`config.mk`:
```
export PLATFORM = sky130hd
export DESIGN_NAME = bpred_unit
export DESIGN_NICKNAME = d
export VERILOG_FILES = /design/src/rtl/bpred_unit.sv
export SDC_FILE = /design/constraint.sdc
export NUM_CORES = 2
export LEC_CHECK = 0
export CORE_UTILIZATION = 55
export CTS_BUF_LIST = sky130_fd_sc_hd__clkbuf_2
export CTS_CLUSTER_DIAMETER = 50
export DETAILED_ROUTE_END_ITERATION = 8
export HOLD_SLACK_MARGIN = 0.03
export PLACE_DENSITY = 0.77
export SYNTH_ARGS = -nofsm -noshare
export SYNTH_HDL_FRONTEND = slang
export SYNTH_SLANG_ARGS = --single-unit
```
`constraint.sdc`:
```
create_clock -name aclk -period 6.25 [get_ports aclk]
set_input_delay 1.25 -clock aclk [delete_from_list [all_inputs] [get_ports aclk]]
set_output_delay 1.25 -clock aclk [all_outputs]
set_load 0.01 [all_outputs]
```
`src/rtl/bpred_unit.sv`:
```
// Branch prediction unit: 2-bit BHT, tagged BTB with type field, perf counters.
// Optional return address stack is compiled in when BP_RAS_EN is defined.
module bpred_unit #(
  parameter int PC_WIDTH  = 32,
  parameter int IDX_BITS  = 6,
  parameter int TAG_BITS  = 8,
  parameter int RAS_DEPTH = 4
) (
  input  logic                aclk,
  input  logic                aresetn,
  input  logic [PC_WIDTH-1:0] if_pc,
  output logic                pred_taken,
  output logic [PC_WIDTH-1:0] pred_target,
  input  logic                ex_valid,
  input  logic [PC_WIDTH-1:0] ex_pc,
  input  logic                ex_is_branch,
  input  logic                ex_is_jump,
  input  logic                ex_is_call,
  input  logic                ex_is_ret,
  input  logic                ex_taken,
  input  logic [PC_WIDTH-1:0] ex_target,
  input  logic                ex_pred_taken,
  input  logic [PC_WIDTH-1:0] ex_pred_target,
  output logic                ex_mispredict,
  output logic [31:0]         perf_branches,
  output logic [31:0]         perf_mispredicts
);

  localparam int DEPTH   = 1 << IDX_BITS;
  localparam int TAG_LSB = IDX_BITS + 2;
  localparam int TAG_MSB = IDX_BITS + TAG_BITS + 1;

  typedef enum logic [1:0] {
    T_BRANCH = 2'b00,
    T_JUMP   = 2'b01,
    T_RET    = 2'b10
  } btb_type_e;

  logic [1:0]          bht        [DEPTH];
  logic [DEPTH-1:0]    btb_valid;
  logic [TAG_BITS-1:0] btb_tag    [DEPTH];
  logic [PC_WIDTH-1:0] btb_target [DEPTH];
  btb_type_e           btb_type   [DEPTH];
  logic [31:0]         perf_branches_q;
  logic [31:0]         perf_mispredicts_q;

  logic [IDX_BITS-1:0] if_idx, ex_idx;
  logic [TAG_BITS-1:0] if_tag, ex_tag;
  logic                if_hit;
  logic                ex_cf;
  btb_type_e           ex_type;

  assign if_idx  = if_pc[TAG_LSB-1:2];
  assign if_tag  = if_pc[TAG_MSB:TAG_LSB];
  assign ex_idx  = ex_pc[TAG_LSB-1:2];
  assign ex_tag  = ex_pc[TAG_MSB:TAG_LSB];
  assign ex_cf   = ex_is_branch | ex_is_jump;
  assign ex_type = ex_is_ret ? T_RET : (ex_is_jump ? T_JUMP : T_BRANCH);
  assign if_hit  = btb_valid[if_idx] && (btb_tag[if_idx] == if_tag);

`ifdef BP_RAS_EN
  localparam int PTR_W = (RAS_DEPTH > 1) ? $clog2(RAS_DEPTH) : 1;
  localparam int CNT_W = PTR_W + 1;

  logic [PC_WIDTH-1:0] ras_mem [RAS_DEPTH];
  logic [PTR_W-1:0]    ras_ptr;
  logic [CNT_W-1:0]    ras_count;
  logic [PC_WIDTH-1:0] ras_top, ras_link;
  logic                ras_push, ras_pop;

  assign ras_top  = ras_mem[ras_ptr - PTR_W'(1)];
  assign ras_link = ex_pc + PC_WIDTH'(4);
  assign ras_push = ex_valid && ex_is_call;
  assign ras_pop  = ex_valid && ex_is_ret;

  // ras_ptr is the next free slot; wrapping it makes a full push overwrite the oldest entry.
  always_ff @(posedge aclk or negedge aresetn) begin
    if (!aresetn) begin
      ras_ptr   <= '0;
      ras_count <= '0;
    end else if (ras_push && !ras_pop) begin
      ras_ptr <= ras_ptr + PTR_W'(1);
      if (ras_count != CNT_W'(RAS_DEPTH)) ras_count <= ras_count + CNT_W'(1);
    end else if (ras_pop && !ras_push && ras_count != '0) begin
      ras_ptr   <= ras_ptr - PTR_W'(1);
      ras_count <= ras_count - CNT_W'(1);
    end
  end

  always_ff @(posedge aclk) begin
    if (ras_push && ras_pop) ras_mem[ras_ptr - PTR_W'(1)] <= ras_link;
    else if (ras_push)       ras_mem[ras_ptr]             <= ras_link;
  end

  logic unused_bits;
  assign unused_bits = ^{if_pc[1:0], if_pc[PC_WIDTH-1:TAG_MSB+1]};
`else
  logic unused_bits;
  assign unused_bits = ^{if_pc[1:0], if_pc[PC_WIDTH-1:TAG_MSB+1],
                         ex_pc[1:0], ex_pc[PC_WIDTH-1:TAG_MSB+1], ex_is_call};
`endif

  // NOTE: every combinational output gets a default first so no path can infer a latch.
  always_comb begin
    pred_taken  = 1'b0;
    pred_target = btb_target[if_idx];
    if (if_hit) begin
      pred_taken = (btb_type[if_idx] != T_BRANCH) || bht[if_idx][1];
`ifdef BP_RAS_EN
      if (btb_type[if_idx] == T_RET && ras_count != '0) pred_target = ras_top;
`endif
    end
  end

  // Gated by aresetn so an EX instruction in flight cannot redirect during reset.
  always_comb begin
    ex_mispredict = 1'b0;
    if (aresetn && ex_valid) begin
      if (ex_cf)
        ex_mispredict = (ex_taken != ex_pred_taken) ||
                        (ex_taken && (ex_target != ex_pred_target));
      else
        ex_mispredict = ex_pred_taken;
    end
  end

  // NOTE: only the small control tables are reset; BTB tag/target payload is masked by valid.
  always_ff @(posedge aclk or negedge aresetn) begin
    if (!aresetn) begin
      for (int i = 0; i < DEPTH; i++) bht[i] <= 2'b01;
      btb_valid          <= '0;
      perf_branches_q    <= '0;
      perf_mispredicts_q <= '0;
    end else if (ex_valid) begin
      // NOTE: sequential state is always assigned with <= so all updates see pre-edge values.
      if (ex_is_branch) begin
        if (ex_taken && bht[ex_idx] != 2'b11)       bht[ex_idx] <= bht[ex_idx] + 2'd1;
        else if (!ex_taken && bht[ex_idx] != 2'b00) bht[ex_idx] <= bht[ex_idx] - 2'd1;
      end
      if (ex_cf && ex_taken)            btb_valid[ex_idx] <= 1'b1;
      else if (!ex_cf && ex_pred_taken) btb_valid[ex_idx] <= 1'b0;
      if (ex_cf && perf_branches_q != '1)
        perf_branches_q <= perf_branches_q + 32'd1;
      if (ex_mispredict && perf_mispredicts_q != '1)
        perf_mispredicts_q <= perf_mispredicts_q + 32'd1;
    end
  end

  always_ff @(posedge aclk) begin
    if (ex_valid && ex_cf && ex_taken) begin
      btb_tag[ex_idx]    <= ex_tag;
      btb_target[ex_idx] <= ex_target;
      btb_type[ex_idx]   <= ex_type;
    end
  end

  assign perf_branches    = perf_branches_q;
  assign perf_mispredicts = perf_mispredicts_q;

endmodule

```
# ---- Yosys cells after proc, flatten, opt, wreduce, memory -nomap -nowiden
# Memory sizes are Yosys's and may differ from the RTL's.
# Cells that the tools add are included.
dict set report word_totals {
  latchBits 0
  ff_bits 256
  ramBits 2688
  rom_bits 0
  n_memories 3
}
dict set report classes {
  n_mux 25
  reduce_logical 25
  order_cmp 6
  n_bitwise 6
  multipliers 0
  eq_ne 6
  n_shift 0
  add_sub_neg 4
  n_div 0
}
# name depth width read_ports rd_ports_with_merged_regs wr line
set memory_table {}
lappend memory_table {btb_target 64 32 1 0 1 42} ;# logic [PC_WIDTH-1:0] btb_target [DEPTH];
lappend memory_table {btb_tag 64 8 1 0 1 41} ;# logic [TAG_BITS-1:0] btb_tag [DEPTH];
lappend memory_table {btb_type 64 2 1 0 1 43} ;# btb_type_e btb_type [DEPTH];
# operator n
set op_table {}
lappend op_table {{bitwise mux 128 bit} 2}
lappend op_table {{2-to-1 mux 128 bit} 2}
lappend op_table {{2-to-1 mux 64 bit} 2}
lappend op_table {{adder 32 x 1 -> 32 bit, second input constant} 2}
lappend op_table {{bitwise AND 64 bit} 1}
lappend op_table {{!= test 32 bit, second input constant} 2}
lappend op_table {{NOT 64 bit} 1}
lappend op_table {{bitwise OR 64 bit} 1}
lappend op_table {{!= test 32 bit} 1}
lappend op_table {{binary-select mux 2 bit (select 6 bit)} 2}
lappend op_table {{>= comparator 7 bit, second input constant} 2}
lappend op_table {{< comparator 6 x 7 -> 1 bit, second input constant} 2}
lappend op_table {{NOT 6 -> 7 bit} 2}
lappend op_table {{logical AND 1 bit} 13}
lappend op_table {{demux 2 bit (select 6 bit)} 1}
lappend op_table {{2-to-1 mux 2 bit} 6}
lappend op_table {{equality test 8 bit} 1}
lappend op_table {{2-to-1 mux 1 bit} 8}
lappend op_table {{nonzero test 2 bit} 4}
lappend op_table {{< comparator 7 x 1 -> 1 bit, second input constant} 1}
lappend op_table {{binary-select mux 1 bit (select 6 bit)} 1}
lappend op_table {{demux 1 bit (select 6 bit)} 1}
lappend op_table {{>= comparator 6 x 1 -> 1 bit, second input constant} 1}
lappend op_table {{AND reduction 2 bit} 3}
lappend op_table {{8 further kinds} 10}

# ---- Longest topological paths before layout
dict set report logic_depth {
  depth_word 8
  mapped_depth 17
}

# ---- Worst setup path after synthesis
# OpenSTA, ideal clock, no wires.
dict set report synth_path {
  path_type {input port to output port}
  from {input port if_pc[3]}
  to {output port pred_target[11]}
  cell_stages 8
  t_arrival_ps 3630
  n_path_buf 5
  path_slack_ps 1370
  required_ps 5000
  cell_sequence {buf_6 > buf_2 > buf_2 > buf_2 > buf_1 > mux4_2 > mux4_2 > mux4_2}
}
dict set report synth_via {
  elab_chain_len 1
}
# item line
set synth_rtl {}
lappend synth_rtl {{from (decl)} 11} ;# input logic [PC_WIDTH-1:0] if_pc,
lappend synth_rtl {{memory read (64 x 32 bit)} --}
lappend synth_rtl {{to (decl)} 13} ;# output logic [PC_WIDTH-1:0] pred_target,
# Every way passes these cells.

# ---- Worst setup path in the final report
dict set report layout_path {
  from {input port if_pc[7]}
  to {output port pred_taken}
}
dict set report layout_via {
  elab_chain_len 6
  elab_cells_between_ends 13
  classes_between {eq/ne (1); mux (6); bitwise (1); reduce/logical (3); memory (2)}
}
# item line
set layout_rtl {}
lappend layout_rtl {{branches (longest 5 deep; another with memory read (64 x 8 bit))} --}
lappend layout_rtl {{2-to-1 mux 1 bit (*)} 107} ;# if (if_hit) begin
lappend layout_rtl {{to (decl)} 12} ;# output logic pred_taken,
# Every way passes the cells marked *. The select of a mux whose other input is x is not followed.

==> results by group <==
Power and ir drop
  – Static leakage: 42.6 nW
  – Clock Power Share: 33.2%
  – Power Dens Cells: 282 nW/um^2
  – Comb power frac: 6.9%
  – Sw Ratio: between 20% and 30%
  – Switch Pwr: 0.00898 W
  – Sequential share of power: 60.0%
  – Worst vdd ir: 0.267 mV
  – Internal power: roughly 0.027 W

Synthesis
  – Synth Net Count: 5386
  – Ys async rst share: 8.70%
  – Number of synthesized flops with an enable pin: 2688
  – Complex-gate fraction of the synthesized area: 1.78%
  – Synth cell types: 67
  – Synth warnings: 0
  – #FFs+latches synth: 2944
  – Largest family of logic cells by synthesized area: multiplexers
  – Gate Count Post-Synth: around 5.2k
  – Mux contribution to synthesized area: 17.6%
  – Post-synth top area share: 70.5%
  – XOR/XNOR Fraction of Synth Area: less than 1%
  – Synth Area in Simple Gates: 2.43%
  – Largest area contributor in the netlist: edfxtp_1
  – Most frequently used flop master after synthesis: edfxtp_1
  – Most common cell in the synthesized netlist: edfxtp_1
  – Part of the Yosys area used for sequential elements: 76.1%
  – Syn Area/Cell: roughly 22 sq um
  – Commonest cells in the netlist: edfxtp_1 (2688), mux4_2 (811), dfrtp_1 (192)
  – Top post-synthesis cells by area: edfxtp_1 (70%), mux4_2 (16%), dfrtp_1 (4.2%), dfstp_2 (1.5%), mux2_2 (1.4%)
  – Mapped cell area: 115000 sq um
  – Post-Synth Adder-Cell Area: 0.0437%

Timing
  – Minimum hold slack: 0.332 ns
  – F_max: 0.165 GHz
  – Fin. Hold Viols: 0
  – Setup violations, final: 0
  – Crit path time final: 6.05 ns
  – RSZ-0062 raised after global routing: no
  – Final worst slack: ~0.2 ns
  – Relative slew slack: 12.8%
  – Slew Viols, Final: 0
  – Fin crit share: between 90 and 100%
  – Final Skew: about 0.08 ns
  – Worst-margin pin slew: 1.31 ns

Clocking
  – Max Buffers Root-to-Sink: 4
  – Clk_lat worst skew: 1.94 ns
  – TritonCTS clock tree: done
  – Clock root buffer: clkbuf_2
  – Cts bufs inserted: 690
  – H-tree depth: 6
  – Setup bufs post-CTS: 0
  – Clock Sink Count: 2944
  – Worst-path clk slew: 0.11 ns

Final layout
  – Fin cells: 9496
  – Layout Nets: around 6.3k
  – Layout Area Growth over Synthesis: 12.6%
  – Final Core Density: 62.3%
  – Ratio of cells with drive above 1 in the final layout: 37.0%

Place
  – GPL Wtd Cong: 0.875
  – DP HPWL: 174000 um
  – Placed insts: 8241
  – Pre-CTS worst setup slack: -0.216 ns
  – IO Port Bufs: between 150 and 200

Global routing
  – First-pass GRT wire length: between 400000 and 500000 um
  – Grt ovf: 0
  – Vias in the first global route: 62.3k
  – Largest net degree at the start of global routing: ~100
  – Initial antenna violation count: 13
  – Overall routing resource usage: 30.1%

Floorplanning
  – # IOs: 235
  – Vert. Die Dim: 458 um
  – Core Area: 207000 sq um
  – Starting density of the core: 55.3%
  – Cell row count: 167
  – Die ar.: 210000 sq um
  – DIE WIDTH: 458 um

Worst setup path
  – Arrival @ worst endpoint: 4.80 ns
  – CP Capture Type: output port
  – Register-to-Register Path Depth: 11
  – Crit start category: input port
  – CP Max Fanout: 7
  – Critical path class: in2out
  – CP Data Required Time: 5.00 ns

Job
  – Max-cap viol count: 0

Detailed routing
  – DRT iter0 DRCs: 9321
  – Pre-antenna DRT Iters: 6
  – Via density: 6.50
  – Antenna viol nets, final: 0
  – Routed WL: between 300000 and 400000 um
  – Wire per inst: 33.1 um
  – Drt drc: 0
  – Total number of vias: 61.7k

Min path
  – Hold Path Depth: 4
  – HP Class: in2reg

Outcome
  – Status: completed
sequential cells by signal, indices dropped and copies added (netlist names), named ones only:
signal / cells
btb_tag: 512
bht: 64
perf_branches: 32
btb_type: 128
perf_mispredicts: 32
btb_target: 2048
final timing paths:
check	from	end	slack (ns)
max in group asynchronous	aresetn	asynchronous set/reset pin	3.88
worst min register to register	perf_branches[9]$_DFFE_PN0P_	perf_branches[9]$_DFFE_PN0P_	0.50
worst max-delay path	if_pc[7]	pred_taken	0.20
worst max register to register	flip-flop	bht[127]$_DFFE_PN0P_	2.65
min in group asynchronous	aresetn	perf_mispredicts[19]$_DFFE_PN0P_	0.49
worst min-delay path	ex_valid	flip-flop	0.33
worst max-delay path, cell delays in order:
cell             delay [ns]
clkdlybuf4s50_1        0.77
nor2_1                 0.94
a22oi_1                0.21
o211ai_1               0.26
a21oi_1                0.13
xnor2_1                0.18
o41ai_1                0.40
nor4b_4                0.35
clkdlybuf4s15_1        0.29
power by group through the flow:
stage | clock, W | combinational [W] | sequential (W)
floorplan | 0 | 0.00130 | 0.0222
global placement | 0 | 0.00239 | 0.0223
detailed placement | 0 | 0.00245 | 0.0223
CTS | 0.0122 | 0.00249 | 0.0218
global route | 0.0131 | 0.00261 | 0.0219
finish | 0.0121 | 0.00250 | 0.0218
layout by cell type (no fill, tap or decap), types with 38 or more instances in the layout:
cell,count
clkdlybuf4s50_1,149
xnor2_1,82
mux2_2,141
o21ai_0,141
dfrtp_1,192
buf_2,42
a22oi_1,51
buf_12,96
nand4_1,42
dlygate4sd3_1,45
clkinv_1,160
nand2_1,132
clkbuf_2,995
dfstp_2,64
nor2_1,126
nor3_1,38
nand3_1,56
edfxtp_1,2688
mux4_2,811
nor2_4,64
buf_4,193
kinds of logic after synthesis:
| group | after synthesis |
|---|---|
| DFF | 2944 |
| muxes | 985 |
| and+or+nand+nor | 578 |
| AOI/OAI and AO/OA | 330 |
| buffers and inverters | 295 |
| xor gates and xnor gates | 109 |
| adders and majority gates | 4 |
metal layers:
| layer | vias to the layer above | routed length [um] | GRT usage (%) |
|---|---|---|---|
| met4 | 10 | 14400 | 13.4 |
| met1 | 31700 | 107000 | 39.5 |
| met3 | 787 | 43300 | 8.76 |
| li1 | 24400 | - | - |
| met5 | - | 67 | 0 |
| met2 | 4928 | 149000 | 47.2 |
final cells by class:
type | instances | area, sq um
inverters | 16 | 70.1
clock inverters | 207 | 1070
diodes | 8 | 20.0
fillers | 13900 | 78000
well taps | 2788 | 3490
multi-input cells | 2006 | 26600
repair buffers | 532 | 5630
flip-flops and latches | 2944 | 87200
clock buffers | 995 | 4980
stage by stage:
step,instance area [sq um],total power (W),TNS [ns]
6_report,129000,0.0364,0
4_1_cts,129000,0.0365,0
3_5_place_dp,122000,0.0247,-0.216
3_3_place_gp,122000,0.0246,-0.205
2_1_floorplan,115000,0.0236,0
5_1_grt,129000,0.0376,0
repair_timing:
action,CTS,global route
resized for setup,6,0
setup endpoints to repair,1,0
hold buffers,46,0
endpoints found under the hold margin,2667,0
No activity file was read; power rests on OpenSTA's default activity.
